**src/rtl/btb_predictor_if.sv**
```systemverilog
// Fetch-side lookup and resolved-branch update signals of the branch target buffer.
// The slave modport is the BTB itself; the master is the fetch/resolve side driving it.
interface btb_predictor_if #(
    parameter int ENTRIES  = 8,
    parameter int TAG_W    = 21,
    parameter int TARGET_W = 32
);
    localparam int IDX_W = $clog2(ENTRIES);

    logic [TAG_W-1:0]    lookup_pc;
    logic                pred_hit;
    logic                pred_taken;
    logic [TARGET_W-1:0] pred_target;
    logic [IDX_W-1:0]    pred_idx;

    logic                upd_valid;
    logic [TAG_W-1:0]    upd_pc;
    logic                upd_taken;
    logic [TARGET_W-1:0] upd_target;
    logic                flush;

    modport master (
        output lookup_pc, upd_valid, upd_pc, upd_taken, upd_target, flush,
        input  pred_hit, pred_taken, pred_target, pred_idx
    );

    modport slave (
        input  lookup_pc, upd_valid, upd_pc, upd_taken, upd_target, flush,
        output pred_hit, pred_taken, pred_target, pred_idx
    );
endinterface

```
**src/rtl/btb_predictor.sv**
```systemverilog
// Fully-associative branch target buffer: same-cycle lookup, saturating direction counters,
// registered update with invalid-first / round-robin replacement and flush.
module btb_predictor #(
    parameter int                  ENTRIES     = 8,
    parameter int                  TAG_W       = 21,
    parameter int                  TARGET_W    = 32,
    parameter int                  CNT_W       = 2,
    parameter logic [TARGET_W-1:0] FALLTHROUGH = TARGET_W'(4)
) (
    input  logic             clk,
    input  logic             rst,
    btb_predictor_if.slave   bus
);
    localparam int             IDX_W      = $clog2(ENTRIES);
    localparam logic [CNT_W-1:0] CNT_MAX    = '1;
    localparam logic [CNT_W-1:0] WEAK_TAKEN = CNT_W'(1) << (CNT_W - 1);

    logic [ENTRIES-1:0]  r_valid;
    logic [TAG_W-1:0]    r_tag    [ENTRIES];
    logic [TARGET_W-1:0] r_target [ENTRIES];
    logic [CNT_W-1:0]    r_cnt    [ENTRIES];
    logic [IDX_W-1:0]    r_rr_ptr;

    logic             w_lk_hit;
    logic [IDX_W-1:0] w_lk_idx;
    logic             w_lk_taken;
    logic             w_up_hit;
    logic [IDX_W-1:0] w_up_idx;
    logic             w_free_any;
    logic [IDX_W-1:0] w_free_idx;
    logic [IDX_W-1:0] w_victim;

    // Priority encoders for lookup match, update match and first free slot; the
    // "already found" guard makes the lowest index win.
    // NOTE: every always_comb output gets a default first so no path leaves it unassigned (no latch).
    always_comb begin
        w_lk_hit   = 1'b0;
        w_lk_idx   = '0;
        w_up_hit   = 1'b0;
        w_up_idx   = '0;
        w_free_any = 1'b0;
        w_free_idx = '0;
        for (int i = 0; i < ENTRIES; i++) begin
            if (!w_lk_hit && r_valid[i] && (r_tag[i] == bus.lookup_pc)) begin
                w_lk_hit = 1'b1;
                w_lk_idx = IDX_W'(i);
            end
            if (!w_up_hit && r_valid[i] && (r_tag[i] == bus.upd_pc)) begin
                w_up_hit = 1'b1;
                w_up_idx = IDX_W'(i);
            end
            if (!w_free_any && !r_valid[i]) begin
                w_free_any = 1'b1;
                w_free_idx = IDX_W'(i);
            end
        end
    end

    assign w_lk_taken      = w_lk_hit & r_cnt[w_lk_idx][CNT_W-1];
    assign w_victim        = w_free_any ? w_free_idx : r_rr_ptr;

    assign bus.pred_hit    = w_lk_hit;
    assign bus.pred_taken  = w_lk_taken;
    assign bus.pred_target = w_lk_taken ? r_target[w_lk_idx] : FALLTHROUGH;
    assign bus.pred_idx    = w_lk_idx;

    // NOTE: the entry arrays are reset on purpose so a post-reset lookup and a
    // reused entry never expose stale tag/target/counter contents.
    // NOTE: state is written with non-blocking assignments so every read in this
    // block and in the lookup logic sees the pre-edge value.
    always_ff @(posedge clk or posedge rst) begin
        if (rst) begin
            r_valid  <= '0;
            r_rr_ptr <= '0;
            for (int i = 0; i < ENTRIES; i++) begin
                r_tag[i]    <= '0;
                r_target[i] <= '0;
                r_cnt[i]    <= '0;
            end
        end else if (bus.flush) begin
            r_valid <= '0;
        end else if (bus.upd_valid) begin
            if (w_up_hit) begin
                if (bus.upd_taken) begin
                    if (r_cnt[w_up_idx] != CNT_MAX)
                        r_cnt[w_up_idx] <= r_cnt[w_up_idx] + CNT_W'(1);
                    r_target[w_up_idx] <= bus.upd_target;
                end else if (r_cnt[w_up_idx] != '0) begin
                    r_cnt[w_up_idx] <= r_cnt[w_up_idx] - CNT_W'(1);
                end
            end else if (bus.upd_taken) begin
                r_valid[w_victim]  <= 1'b1;
                r_tag[w_victim]    <= bus.upd_pc;
                r_target[w_victim] <= bus.upd_target;
                r_cnt[w_victim]    <= WEAK_TAKEN;
                // Round-robin only advances when a live entry is evicted.
                if (!w_free_any)
                    r_rr_ptr <= r_rr_ptr + IDX_W'(1);
            end
        end
    end
endmodule

```
**src/flat_wrapper.sv**
```systemverilog
// flat-port wrapper written by rule: the top's interface ports become plain ports
module btb_predictor_flat 
#(
    parameter int                  ENTRIES     = 8,
    parameter int                  TAG_W       = 21,
    parameter int                  TARGET_W    = 32,
    parameter int                  CNT_W       = 2,
    parameter logic [TARGET_W-1:0] FALLTHROUGH = TARGET_W'(4)
)
  (clk, rst, bus_lookup_pc, bus_upd_valid, bus_upd_pc, bus_upd_taken, bus_upd_target, bus_flush, bus_pred_hit, bus_pred_taken, bus_pred_target, bus_pred_idx);
  btb_predictor_if #(.ENTRIES(ENTRIES), .TAG_W(TAG_W), .TARGET_W(TARGET_W)) bus_i ();
  input  logic clk;
  input  logic rst;
  input wire logic [$bits(bus_i.lookup_pc)-1:0] bus_lookup_pc;
  input wire logic [$bits(bus_i.upd_valid)-1:0] bus_upd_valid;
  input wire logic [$bits(bus_i.upd_pc)-1:0] bus_upd_pc;
  input wire logic [$bits(bus_i.upd_taken)-1:0] bus_upd_taken;
  input wire logic [$bits(bus_i.upd_target)-1:0] bus_upd_target;
  input wire logic [$bits(bus_i.flush)-1:0] bus_flush;
  output wire logic [$bits(bus_i.pred_hit)-1:0] bus_pred_hit;
  output wire logic [$bits(bus_i.pred_taken)-1:0] bus_pred_taken;
  output wire logic [$bits(bus_i.pred_target)-1:0] bus_pred_target;
  output wire logic [$bits(bus_i.pred_idx)-1:0] bus_pred_idx;
  assign bus_i.lookup_pc = bus_lookup_pc;
  assign bus_i.upd_valid = bus_upd_valid;
  assign bus_i.upd_pc = bus_upd_pc;
  assign bus_i.upd_taken = bus_upd_taken;
  assign bus_i.upd_target = bus_upd_target;
  assign bus_i.flush = bus_flush;
  assign bus_pred_hit = bus_i.pred_hit;
  assign bus_pred_taken = bus_i.pred_taken;
  assign bus_pred_target = bus_i.pred_target;
  assign bus_pred_idx = bus_i.pred_idx;
  btb_predictor #(.ENTRIES(ENTRIES), .TAG_W(TAG_W), .TARGET_W(TARGET_W), .CNT_W(CNT_W), .FALLTHROUGH(FALLTHROUGH)) u_core (.clk(clk), .rst(rst), .bus(bus_i));
endmodule
```
**config.mk**
```make
export PLATFORM = sky130hd
export DESIGN_NAME = btb_predictor_flat
export DESIGN_NICKNAME = d
export VERILOG_FILES = /design/src/rtl/btb_predictor_if.sv /design/src/rtl/btb_predictor.sv /design/src/flat_wrapper.sv
export SDC_FILE = /design/constraint.sdc
export NUM_CORES = 2
export LEC_CHECK = 0
export ABC_AREA = 1
export BUFFER_PORTS_ARGS = -buffer_cell sky130_fd_sc_hd__buf_2
export CELL_PAD_IN_SITES_DETAIL_PLACEMENT = 1
export CELL_PAD_IN_SITES_GLOBAL_PLACEMENT = 1
export CORE_MARGIN = 1
export CORE_UTILIZATION = 35
export CTS_CLUSTER_DIAMETER = 200
export CTS_CLUSTER_SIZE = 24
export DETAILED_ROUTE_END_ITERATION = 12
export MAX_ROUTING_LAYER = met4
export PLACE_DENSITY = 0.7
export SLEW_MARGIN = 20
export SYNTH_ARGS = -nofsm -noshare
export SYNTH_HDL_FRONTEND = slang
export SYNTH_SLANG_ARGS = --single-unit
```
**constraint.sdc**
```tcl
create_clock -name clk -period 24.6 [get_ports clk]
set_input_delay 0 -clock clk [delete_from_list [all_inputs] [get_ports clk]]
set_output_delay 0 -clock clk [all_outputs]
set_load 0.02 [all_outputs]
```
* Word-level counts from Yosys, hierarchy flattened
Cells that the tools add are included.
** Storage, ports and cells
- Flip-flop bits (word level) :: 451
- Bits of input ports :: 79
- Output and inout port bits :: 37
** Operators by class
- Add/sub/neg operators :: 3
- Magnitude comparators :: 7
- Eq/ne operators :: 19
- Muxes and demuxes :: 85
- Bitwise logic cells :: 11
- Reduce and logical (&&, ||, !) cells :: 77
** Operators by type and width (count)
- 256-bit 2-to-1 mux :: 3
- 256-bit bitwise mux :: 2
- 21-bit == test :: 16
- 32-bit demux with 3-bit select :: 2
- 168-bit bitwise mux :: 1
- 32-bit 2-to-1 mux :: 5
- 32-bit binary-select mux with 3-bit select :: 1
- 16-bit 2-to-1 mux :: 5
- 21-bit demux with 3-bit select :: 1
- 1-bit logical AND :: 40
- 3-bit 2-to-1 mux :: 13
- 16-bit bitwise mux :: 2
- 8-bit 2-to-1 mux :: 4
- 1-bit 2-to-1 mux :: 28
- 1-bit logical NOT :: 27
- 2-bit 2-to-1 mux :: 12
- 21-bit 2-to-1 mux :: 1
- 8-bit OR :: 2
- 2-bit binary-select mux with 3-bit select :: 2
- 2-bit demux with 3-bit select :: 2
- 4-bit greater-or-equal comparator (second input constant) :: 3
- 3-bit NOT with 4-bit output :: 3
- 5-bit AND reduction :: 2
- 2-bit nonzero test :: 5
- other kinds (15) :: 20

* Longest topological paths before layout
- Word-level depth :: 40
- Gate-level depth with buffers :: 32
- Depth with buffers taken out :: 30

* Least setup slack after synthesis
No wires, ideal clock.
- Kind :: register to register
- From :: register u_core.r_tag[59] in the netlist's numbering
- To :: register u_core.r_cnt[14] in the netlist's numbering
- Library setup time :: 0.117 ns
- Arrival :: 3.035 ns
- Setup slack :: 21.448 ns
- Cell stages (with the launch flop) :: 27
- Path buffers :: 0
- Clock period less this slack :: 3.152 ns
- Cell sequence :: dfrtp_1 inv_1 nor2_1 nor3_1 nand3_1 nor2_1 nand3_1 inv_1 nand3_2 inv_1 nor2_1 nand3_1 nor2_1 a22oi_1 nand2_1 nor2_1 inv_1 ha_1 nor2_1 nor2_1 a21oi_1 nand2_1 nand2_2 nand2_1 or2_1 nand2_1 nand2_1
** Between the ends
- Word-level cells in the longest chain between the ends :: 20
- Elaborated cells on any way between the ends :: 37
- Classes of those cells :: add/sub (2); order compare (2); eq/ne (3); mux (17); bitwise (1); reduce/logical (12)
** Ends and longest elaborated chain
- from (decl) :: RTL line btb_predictor.sv:19 : logic [TAG_W-1:0] r_tag [ENTRIES];
- from (signal, indexed assignment) :: RTL line btb_predictor.sv:93 : r_tag[w_victim] <= bus.upd_pc;
- 21-bit == test * :: RTL line btb_predictor.sv:48 : if (!w_up_hit && r_valid[i] && (r_tag[i] == bus.upd_pc)) begin
- 1-bit logical AND * :: RTL line btb_predictor.sv:48
- 1-bit 2-to-1 mux :: RTL line btb_predictor.sv:48
- 1-bit logical NOT :: RTL line btb_predictor.sv:48
- 1-bit logical AND (2 in a row) :: RTL line btb_predictor.sv:48
- 1-bit 2-to-1 mux :: RTL line btb_predictor.sv:48
- 1-bit logical NOT :: RTL line btb_predictor.sv:48
- 1-bit logical AND (2 in a row) :: RTL line btb_predictor.sv:48
- [... 2 more ...]
- 2-bit binary-select mux with 3-bit select, or another cell as far along
- 2-bit 2-to-1 mux (not written as such) / 1-bit logical AND (equally long branches)
- 2-bit 2-to-1 mux, on equally long branches
- 2-bit by 1-bit subtractor with 2-bit output, or another cell as far along :: RTL line btb_predictor.sv:89 : r_cnt[w_up_idx] <= r_cnt[w_up_idx] - CNT_W'(1);
- 16-bit bitwise mux, on equally long branches :: RTL line btb_predictor.sv:89, btb_predictor.sv:86
- 16-bit 2-to-1 mux, on equally long branches :: RTL line btb_predictor.sv:88, btb_predictor.sv:85
- 16-bit 2-to-1 mux :: RTL line btb_predictor.sv:84 : if (bus.upd_taken) begin
- 16-bit 2-to-1 mux :: RTL line btb_predictor.sv:83 : if (w_up_hit) begin
- to (signal, indexed assignment) :: RTL line btb_predictor.sv:86 : r_cnt[w_up_idx] <= r_cnt[w_up_idx] + CNT_W'(1);
- to (signal, indexed assignment) :: RTL line btb_predictor.sv:89
- to (decl) :: RTL line btb_predictor.sv:21 : logic [CNT_W-1:0] r_cnt [ENTRIES];
Every way passes the cells marked *; elsewhere a longest branch is shown, timed or not. The select of a mux whose other input is x is not followed.
A chain may end at the register's enable or synchronous reset.

* Worst setup path in the final report
- From :: register u_core.r_tag[143] in the netlist's numbering
- To :: output bus_pred_target[4]
** Between the ends
- Word-level cells in the longest chain between the ends :: 33
- Elaborated cells on any way between the ends :: 43
- Classes of those cells :: eq/ne (1); mux (21); bitwise (2); reduce/logical (19)
** Ends and longest elaborated chain
- 21-bit == test * :: RTL line btb_predictor.sv:44 : if (!w_lk_hit && r_valid[i] && (r_tag[i] == bus.lookup_pc)) begin
- 1-bit logical AND * :: RTL line btb_predictor.sv:44
- 1-bit 2-to-1 mux :: RTL line btb_predictor.sv:44
- 1-bit logical NOT :: RTL line btb_predictor.sv:44
- 1-bit logical AND (2 in a row) :: RTL line btb_predictor.sv:44
- 1-bit 2-to-1 mux :: RTL line btb_predictor.sv:44
- 1-bit logical NOT :: RTL line btb_predictor.sv:44
- 1-bit logical AND (2 in a row) :: RTL line btb_predictor.sv:44
- [... 13 more ...]
- 1-bit logical NOT :: RTL line btb_predictor.sv:44
- 1-bit logical AND (2 in a row) :: RTL line btb_predictor.sv:44
- 3-bit 2-to-1 mux :: RTL line btb_predictor.sv:44
- 3-bit NOT with 4-bit output (not written as such) :: RTL line btb_predictor.sv:59, btb_predictor.sv:64
- 2-bit binary-select mux with 3-bit select :: RTL line btb_predictor.sv:59 : assign w_lk_taken = w_lk_hit & r_cnt[w_lk_idx][CNT_W-1];
- 2-bit 2-to-1 mux (not written as such) (2 in a row) :: RTL line btb_predictor.sv:59
- 1-bit AND :: RTL line btb_predictor.sv:59
- 32-bit 2-to-1 mux * :: RTL line btb_predictor.sv:64 : assign bus.pred_target = w_lk_taken ? r_target[w_lk_idx] : FALLTHROUGH;
- to (decl) :: RTL line flat_wrapper.sv:22 : output wire logic [$bits(bus_i.pred_target)-1:0] bus_pred_target;
Marked as above.

==> key figures <==
Drt
  – DR DRC count: 0
  – ANT nets after route: 0
  – TritonRoute pass-1 iters: 5
  – Drt initial violations: 2953
  – Wire length per cell: 24.0 um
  – Total Wirelength: 125 mm
  – Via count: 28600
  – Vias per std cell: 5.46

Floorplan
  – Core area: 79400 um2
  – # rows: 103
  – Die W: 286 um
  – Initial Util: 35.6%
  – Die ar.: 81900 um2
  – Die Y: 286 um
  – Ports: 116

Setup path
  – R2R depth: 26
  – Crit start category: flip-flop
  – Critical path endpoint category: output port
  – Critical path data arrival time: 5.62 ns
  – Required time of the critical path: 24.60 ns
  – Crit Path Category: flip-flop to output port
  – Max Fanout on Critical Path: 67

Placed design
  – Placed wire-length estimate: 84.3 mm
  – Port buffer count: 115
  – Dpl cell area: 29300 um2
  – Final Wtd Congestion: 1.04

STA
  – Worst slew pin tran: 1.07 ns
  – Max-slew violations: 0
  – RSZ-0062 raised after global routing: false
  – Fin. Hold Viols: 0
  – Final worst path period share: 22.9%
  – Clock Skew: 0.0351 ns
  – Fin crit period: 5.62 ns
  – Slew Limit Headroom: 29.0%
  – Fmax: 178 MHz
  – Fin Setup TNS: 0 ns
  – Final setup violation count: 0

CTS
  – Setup Buffers After CTS: 0
  – Worst-skew pair later-pin latency: 0.62 ns
  – Clk pin slew, worst setup/hold paths: 0.12 ns
  – Clk sinks: 451
  – Root Buffer: clkbuf_16
  – Clk buf depth: 3
  – CTS H-tree depth: 1
  – TritonCTS clock tree: yes
  – CTS Buf Count: 22

Pwr
  – P per Cell Area: 52.6 nW/um2
  – Peak supply drop: 48.3 uV
  – Leak Pwr: 14.4 nW

Synthesis
  – Commonest cells in the netlist: 1450 x nand2_1, 503 x inv_1, 451 x dfrtp_1
  – Synthesized flop and latch total: 451
  – Area leader, netlist: dfrtp_1
  – Mean Syn Cell Area: 6.77 um2
  – FFs w/ async S/R, synth: 100%
  – Synth Warn #: 0
  – Mapped Cells: 4174
  – Synth top area share: 39.9%
  – Most common cell in the synthesized netlist: nand2_1
  – Top cells by area, synth: dfrtp_1 40%, nand2_1 19%, inv_1 6.7%
  – Netlist Area Pre-Place: 28300 um2
  – Share of the yosys chip area belonging to registers: 39.9%
  – Cell variety after synth: 54
  – Mapped Nets: 4256
  – Primary FF master, synth: dfrtp_1
  – Post-synth EDFFs: 0

Final layout
  – Final Instance Area: 30300 um2
  – Area Overhead vs Synth: 7.16%
  – Fraction of layout cells with a size suffix above 1: 6.86%
  – Final nets: 4265

Global routing
  – Pin count of the biggest net entering global routing: 185
  – Vias in the first global route: 28700
  – Initial antenna violation count: 4
  – First-pass GRT wire length: 188 mm
  – Total grt overflow: 0
  – Global-route usage over all layers: 31.6%

Job
  – Max cap viols: 0

Outcome
  – Status: finished, final reports clean

Hold path
  – Min-delay worst type: input port to async pin
final timing paths:
path / from / endpoint / slack (ns)
min in group clk: bus_upd_pc[14] / u_core.r_tag[77]$_DFFE_PP0P_ / 0.10
worst min-delay path: rst / u_core.r_tag[130]$_DFFE_PP0P_ / 0.07
worst max register to register: u_core.r_tag[93]$_DFFE_PP0P_ / u_core.r_cnt[13]$_DFFE_PP0P_ / 20.25
worst min register to register: u_core.r_target[59]$_DFFE_PP0P_ / u_core.r_target[59]$_DFFE_PP0P_ / 0.49
max in group asynchronous: rst / u_core.r_target[52]$_DFFE_PP0P_ / 22.24
worst max-delay path: u_core.r_tag[143]$_DFFE_PP0P_ / bus_pred_target[4] / 18.98
per-stage QoR:
| step | hold slack, ns | total power [mW] | utilization (%) | std cells | setup WS (ns) |
|---|---|---|---|---|---|
| 5_1_grt | 0.0438 | 1.67 | 38.1 | 5235 | 18.70 |
| 3_3_place_gp | 0.180 | 1.16 | 36.9 | 5171 | 19.41 |
| 3_5_place_dp | 0.195 | 1.17 | 36.9 | 5171 | 19.32 |
| 4_1_cts | 0.0363 | 1.60 | 38.1 | 5233 | 19.02 |
| 6_report | 0.0692 | 1.59 | 38.1 | 5236 | 18.98 |
| 2_1_floorplan | 0.0631 | 1.05 | - | 4174 | 12.03 |
area by class of cell:
| cell class | count | area, um2 |
|---|---|---|
| Inverter | 547 | 2060 |
| Multi-Input combinational cell | 2981 | 13800 |
| Clock inverter | 1 | 7.51 |
| Timing Repair Buffer | 180 | 1180 |
| Antenna cell | 3 | 7.51 |
| Tap cell | 1050 | 1310 |
| Fill cell | 10300 | 49100 |
| Clock buffer | 23 | 576 |
| Sequential cell | 451 | 11300 |
critical path, cell delays in order (launching register included):
cell and delay [ns]:
dfrtp_1 0.42, inv_1 0.13, nand2_1 0.09, o21ai_0 0.11, nor2_1 0.09, nand2_1 0.08
nor2_1 0.07, nand3_1 0.17, nand2_1 0.12, nor2_2 0.22, nand3_1 0.20, a21oi_4 0.23
nor2_4 0.04, buf_4 0.29, inv_2 0.09, buf_4 0.73, nand3_1 0.20, nand3_2 0.13
nand3_2 0.74, nor2_1 0.59, buf_2 0.25
per-layer routing:
layer | GRT usage [%] | wire (um) | up-vias | share of wire, %
li1 | - | - | 13200 | -
met1 | 44.2 | 57700 | 14100 | 46
met2 | 46.2 | 53100 | 974 | 42
met3 | 4.51 | 9290 | 234 | 7.4
met4 | 11.3 | 5290 | 0 | 4.2
met5 | - | 0 | - | 0
cell usage in the layout (no fill, tap or decap), types with 42 or more instances in the layout:
cell,instances
o211ai_1,55
nand2_1,1450
inv_2,42
inv_1,502
nor2_1,343
dfrtp_1,451
buf_2,115
o21ai_0,282
o21ai_1,236
nand3_1,195
nor3_1,45
nand4_1,101
power by group:
group | internal, mW | leakage [nW] | total (mW) | switching, mW
registers | 0.796 | 5.92 | 0.844 | 0.0480
logic | 0.0965 | 8.19 | 0.320 | 0.223
clock network | 0.168 | 0.284 | 0.428 | 0.260
total | 1.06 | 14.4 | 1.59 | 0.532
logic make-up (layout without fill, tap and decap cells):
group | count (synthesis) | after routing | share of synthesized area (%)
AO/OA/AOI/OAI | 645 | 645 | 12.7
XOR/XNOR | 56 | 56 | 1.74
adder cells (fa/ha/maj) | 3 | 3 | 0.133
buffers and inverters | 742 | 751 | 11.2
flip-flops | 451 | 451 | 39.9
multiplexers | 1 | 1 | 0.0399
other | 0 | 3 | 0
AND/OR/NAND/NOR | 2276 | 2276 | 34.3
state kept, by name, summed over array words and instances (netlist names):
register,cells
u_core.r_target,256
u_core.r_tag,168
u_core.r_cnt,16
u_core.r_valid,8
u_core.r_rr_ptr,3
timing repair:
| item | CTS | global route |
|---|---|---|
| gates resized for setup | 0 | 0 |
| hold endpoints to repair | 364 | 0 |
| setup endpoints to repair | 0 | 0 |
| hold buffers | 38 | 0 |
(Power assumes the default switching activity.)
